<file path="src/rtl/seq_pattern_counter.sv">
// Serial bit-stream pattern detector with a run-time loadable pattern and a
// wrap/saturate match counter with a sticky overflow flag.
module seq_pattern_counter #(
    parameter int               PAT_W   = 4,
    parameter int               CNT_W   = 8,
    parameter logic [PAT_W-1:0] PAT_RST = 4'b1001,
    parameter bit               OVERLAP = 1'b1
) (
    input  logic             clk,
    input  logic             rst,
    input  logic             en,
    input  logic             num_i,
    input  logic             load,
    input  logic [PAT_W-1:0] pattern_i,
    input  logic             sat_mode,
    input  logic             clr,
    output logic             detected,
    output logic [CNT_W-1:0] cnt,
    output logic             of
);

    localparam int               FILL_W    = $clog2(PAT_W + 1);
    localparam logic [FILL_W-1:0] FILL_FULL = FILL_W'(PAT_W);
    localparam logic [CNT_W-1:0]  CNT_MAX   = '1;

    logic [PAT_W-1:0]  pat_q, pat_d;
    logic [PAT_W-1:0]  hist_q, hist_d;
    logic [FILL_W-1:0] fill_q, fill_d;
    logic [CNT_W-1:0]  cnt_q, cnt_d;
    logic              of_q, of_d;
    logic              detected_q, detected_d;

    logic [PAT_W-1:0]  hist_n;
    logic [FILL_W-1:0] fill_n;
    logic              match;

    always_comb begin
        hist_n     = {hist_q[PAT_W-2:0], num_i};
        fill_n     = (fill_q == FILL_FULL) ? fill_q : fill_q + FILL_W'(1);
        match      = en && !load && (fill_n == FILL_FULL) && (hist_n == pat_q);

        pat_d      = pat_q;
        hist_d     = hist_q;
        fill_d     = fill_q;
        cnt_d      = cnt_q;
        of_d       = of_q;
        detected_d = match;

        // A load restarts history collection; the sampled bit is dropped.
        if (load) begin
            pat_d  = pattern_i;
            hist_d = '0;
            fill_d = '0;
        end else if (en) begin
            if (match && !OVERLAP) begin
                hist_d = '0;
                fill_d = '0;
            end else begin
                hist_d = hist_n;
                fill_d = fill_n;
            end
        end

        if (clr) begin
            cnt_d = '0;
            of_d  = 1'b0;
        end else if (match) begin
            if (cnt_q != CNT_MAX) begin
                cnt_d = cnt_q + CNT_W'(1);
            end else begin
                cnt_d = sat_mode ? CNT_MAX : '0;
                of_d  = 1'b1;
            end
        end
    end

    always_ff @(posedge clk) begin
        if (rst) begin
            pat_q      <= PAT_RST;
            hist_q     <= '0;
            fill_q     <= '0;
            cnt_q      <= '0;
            of_q       <= 1'b0;
            detected_q <= 1'b0;
        end else begin
            pat_q      <= pat_d;
            hist_q     <= hist_d;
            fill_q     <= fill_d;
            cnt_q      <= cnt_d;
            of_q       <= of_d;
            detected_q <= detected_d;
        end
    end

    assign detected = detected_q;
    assign cnt      = cnt_q;
    assign of       = of_q;

endmodule

</file>
<file path="config.mk">
export PLATFORM = sky130hd
export DESIGN_NAME = seq_pattern_counter
export DESIGN_NICKNAME = d
export VERILOG_FILES = /design/src/rtl/seq_pattern_counter.sv
export SDC_FILE = /design/constraint.sdc
export NUM_CORES = 1
export LEC_CHECK = 0
export BUFFER_PORTS_ARGS = -buffer_cell sky130_fd_sc_hd__buf_2
export CAP_MARGIN = 20
export CORE_MARGIN = 4
export CORE_UTILIZATION = 30
export DETAILED_ROUTE_END_ITERATION = 7
export HOLD_SLACK_MARGIN = 0.12
export MAX_ROUTING_LAYER = met4
export SLEW_MARGIN = 0
export SYNTH_ARGS = -nofsm -noshare
export SYNTH_HDL_FRONTEND = slang
export SYNTH_SLANG_ARGS = --single-unit
</file>
<file path="constraint.sdc">
create_clock -name clk -period 2.4 [get_ports clk]
set_clock_uncertainty 0.2 [all_clocks]
set_input_delay 0.48 -clock clk [delete_from_list [all_inputs] [get_ports clk]]
set_output_delay 0.48 -clock clk [all_outputs]
set_load 0.02 [all_outputs]
</file>
== After elaboration in Yosys (flattened, before gate mapping) ==
Index checks and enable logic that the tools add are counted.
Word-level totals
  flip-flop bits (word level): 20
  output and inout bits: 10
  word-level logic and storage cells: 23
Operators by class
  eq/ne operators: 4
  bitwise operators: 1
  mux-type cells: 3
  reduce and logical (&&, ||, !) cells: 7
  add/subtract/negate cells: 2
Operators by type and width (number)
  2-to-1 mux 8 bit: 2
  adder 8 x 1 -> 8 bit, second input constant: 1
  inequality test 8 bit, second input constant: 1
  == test 3 bit, second input constant: 2
  == test 4 bit: 1
  OR reduction 2 bit: 2
  adder 3 x 1 -> 3 bit, second input constant: 1
  logical AND 1 bit: 3
  2-to-1 mux 3 bit: 1
  AND reduction 2 bit: 1
  logical NOT 1 bit: 1
  inverter 1 bit: 1

== Logic depth before layout (Yosys ltp) ==
  depth in word-level cells: 6
  depth in mapped cells: 8

== Least setup slack after synthesis ==
Ideal clock, no wire load.
  kind: register to register
  start point: reg fill_q[0]
  end point: reg cnt_q[2] (netlist: cnt[2])
  library setup time: 116 ps
  cell stages (with the launch flop): 8
  clock period less this slack: 2287 ps
  path buffers: 0
  path slack: 113 ps
  data arrival time: 1971 ps
  data required time: 2084 ps
  cells stage by stage: dfxtp_1 inv_1 ha_1 or3b_4 a31oi_4 nand4_4 or4b_1 o211a_1
On the way
  longest elaborated chain between the ends: 5
Ends and longest elaborated chain
  start, declared: line 28  | logic [FILL_W-1:0] fill_q, fill_d;
  start signal, assigned: line 88  | fill_q <= fill_d;
  adder 3 x 1 -> 3 bit / == test 3 bit (equally long branches): line 39  | fill_n = (fill_q == FILL_FULL) ? fill_q : fill_q + FILL_W'(1);
  2-to-1 mux 3 bit *: line 39
  == test 3 bit *: line 40  | match = en && !load && (fill_n == FILL_FULL) && (hist_n == pat_q);
  logical AND 1 bit * (2 in a row): line 40
  end signal, assigned: line 89  | cnt_q <= cnt_d;
  end, declared: line 29  | logic [CNT_W-1:0] cnt_q, cnt_d;
Every way passes the cells marked *; elsewhere a longest branch is shown, timed or not.
A chain may end at the register's enable or synchronous reset.

== Worst setup path in the final report ==
Same ends and word-level chain as after synthesis.

==> impl_metrics.env <==
export IMPL_status="finished clean"
export IMPL_synth_edff_count=0
export IMPL_cp_end_kind="flop"
export IMPL_period_share_pct=96.5
export IMPL_yosysTopAreaCellShare_pct=36.1
export IMPL_grtUsageTotal_pct=11.0
export IMPL_drc=0
export IMPL_final_common_cell="buf_2"
export IMPL_postCtsHoldBufs=0
export IMPL_hold_start="pattern_i[3]"
export IMPL_r2r_cells=7
export IMPL_start_util_pct=32.2
export IMPL_worstHoldPathCells=2
export IMPL_grt_pass1_wl_um=3820
export IMPL_final_cell_mix="buf_2 (20), dfxtp_1 (18), nor2_1 (11)"
export IMPL_fmax_ghz=0.432
export IMPL_diodes=0
export IMPL_post_drt_via_cell_ratio=5.03
export IMPL_share_seq_of_total_power_pct=56.2
export IMPL_powerDensity_nw_per_um2=470
export IMPL_insertion_delay_ps=250
export IMPL_worst_pin_slew_ps=392
export IMPL_drt_iter0_markers=59
export IMPL_drive_above_1_share_pct=30.7
export IMPL_cts_buffers=3
export IMPL_ir_drop_uv=261
export IMPL_io_pins=21
export IMPL_power_switching_w=0.000135
export IMPL_p_sw_share_pct=22.2
export IMPL_die_h_um=68.8
export IMPL_die_w_um=68.8
export IMPL_antenna_left=0
export IMPL_cts_sinks=20
export IMPL_dr_pass1_iters=4
export IMPL_whs_ps=234
export IMPL_p_clk_share_pct=34.8
export IMPL_reg2reg_to="cnt[2]$_SDFFE_PP0P_"
export IMPL_routabilityCongestion=0.863
export IMPL_synth_warnings=0
export IMPL_fin_util_pct=37.7
export IMPL_grt_max_degree=11
export IMPL_final_nets=156
export IMPL_yosys_top_cells_area="dfxtp_1 (36%), mux2i_1 (5.4%), nor2_1 (3.7%)"
export IMPL_setup_ws_ps=84.2
export IMPL_rrSetupSlack_ps=80
export IMPL_port_buffers=20
export IMPL_p_leak_nw=0.528
export IMPL_critPathMaxFanout=5
export IMPL_htree_levels=1
export IMPL_synth_ff_type="dfxtp_1"
export IMPL_yosysTopAreaCell="dfxtp_1"
export IMPL_syn_inst=119
export IMPL_pre_cts_slack_ps=-0.869
export IMPL_synth_fp_nets=133
export IMPL_ctsRootBufferMaster="clkbuf_8"
export IMPL_worstPathArrival_ps=2270
export IMPL_setup_violations=0
export IMPL_synth_cell_types=43
export IMPL_hold_path_class="in -> reg"
export IMPL_drt_wl_total_um=2390
export IMPL_power_internal_w=0.000475
export IMPL_min_period_ps=2320
export IMPL_ys_seq_area_share_pct=36.1
export IMPL_drv_slew=0
export IMPL_grt_pass1_vias=840
export IMPL_wire_per_inst_um=12.9
export IMPL_dpl_hpwl_um=1830
export IMPL_post_place_cells=182
export IMPL_rsz0062_at_grt="false"
export IMPL_syn_to_final_growth_pct=16.9
export IMPL_antenna_found_initial=0
export IMPL_critical_path_required_ps=2350
export IMPL_syn_area_um2=1110
export IMPL_rows=21
export IMPL_grt_remaining_overflow=0
export IMPL_clk_pin_slew_worst_paths_ps=70
export IMPL_core_area_um2=3440
export IMPL_die_area_um2=4740
export IMPL_max_slew_margin_pct=73.8
export IMPL_power_frac_comb_pct=9.0
export IMPL_async_flop_share_pct=0
export IMPL_clockBufferDepth=2
export IMPL_syn_area_per_cell_um2=9.33
export IMPL_whs_endpoint="pat_q[3]$_SDFFE_PP1P_"
export IMPL_hold_viol=0
export IMPL_r2r_start="fill_q[0]$_SDFFE_PP0P_"
export IMPL_setup_worst_path_start_class="flop"
export IMPL_fin_cells=186
export IMPL_maxCapViolations=0
export IMPL_synth_seq_cells=20
export IMPL_critical_path_class="reg -> reg"
export IMPL_dr_total_vias=936
export IMPL_cts_tree="yes"
## worst max-delay path by stage
stage                          endpoint  depth (start not counted)              startpoint  slack (ps)
floorplan           cnt[2]$_SDFFE_PP0P_                          7  fill_q[0]$_SDFFE_PP0P_         110
global placement    cnt[2]$_SDFFE_PP0P_                          7  fill_q[0]$_SDFFE_PP0P_         100
detailed placement  cnt[2]$_SDFFE_PP0P_                          7  fill_q[0]$_SDFFE_PP0P_        -0.9
CTS                 cnt[2]$_SDFFE_PP0P_                          7  fill_q[0]$_SDFFE_PP0P_          50
global route        cnt[2]$_SDFFE_PP0P_                          7  fill_q[0]$_SDFFE_PP0P_           7
finish              cnt[2]$_SDFFE_PP0P_                          7  fill_q[0]$_SDFFE_PP0P_          80
## synthesized netlist by cell type (2+ instances only)
library cell	n
inv_1	4
a21oi_1	7
a211o_1	2
nor2b_1	2
buf_6	3
dfxtp_1	20
mux2i_1	6
or2_2	3
o21a_1	2
nor3_1	5
ha_1	3
nand3_1	6
a211oi_1	2
nand2_1	10
nor2_1	11
nand4_1	3
xor2_1	4
## registers in the layout, summed over array words and instances (netlist names)
name	count
of	1
fill_q	3
pat_q	4
cnt	8
hist_q	3
detected	1
## metrics by stage
| stage | area [um2] | TNS [ps] | power, W |
|---|---|---|---|
| after floorplan | 1110 | 0 | 0.000393 |
| after global placement | 1240 | 0 | 0.000403 |
| after detailed placement | 1240 | -0.869 | 0.000405 |
| after CTS | 1280 | 0 | 0.000621 |
| after global routing | 1300 | 0 | 0.000651 |
| final | 1300 | 0 | 0.000610 |
## worst max-delay path, cell delays in order, from the launching register on
cell and delay, ps:
dfxtp_4 370, inv_1 70, ha_2 200, or3b_4 400, a31oi_4 220, nand4_4 140, or4b_1 500, o211a_1 130
## metal layers
metal	GRT usage [%]	vias up	share of wire, %
met1	13.7	444	47
met3	3.89	0	4.8
met5	-	-	0
met2	17.9	24	48
li1	-	468	-
met4	0.730	0	0
## power by group through the flow
stage / registers, W / clock network, W / logic (W)
after floorplan: 0.000349 / 0 / 0.0000434
after global placement: 0.000350 / 0 / 0.0000525
after detailed placement: 0.000351 / 0 / 0.0000543
after CTS: 0.000343 / 0.000223 / 0.0000550
after global routing: 0.000344 / 0.000246 / 0.0000612
final: 0.000343 / 0.000212 / 0.0000548
## kinds of logic after synthesis
family | after synthesis | synth area share (%)
XOR/XNOR | 5 | 3.95
buffers and inverters | 9 | 5.41
adder cells (fa/ha/maj) | 3 | 3.38
AO/OA/AOI/OAI | 23 | 16.9
AND/OR/NAND/NOR | 51 | 26.6
multiplexers | 8 | 7.67
flip-flops | 20 | 36.1
## layout make-up
class / count / area (um2)
Clock buffer: 3 / 41.3
Fill cell: 373 / 2140
Inverter: 4 / 15.0
Multi-Input combinational cell: 90 / 656
Sequential cell: 20 / 405
Tap cell: 46 / 57.6
Timing Repair Buffer: 23 / 123
## repair_timing
| action | CTS | global route |
|---|---|---|
| gates cloned | 0 | 0 |
| resized for setup | 1 | 4 |
| pin swaps | 0 | 1 |
| endpoints found under the setup margin | 1 | 3 |
| buffers inserted | 0 | 1 |
Power figures use the tool's default switching activity.
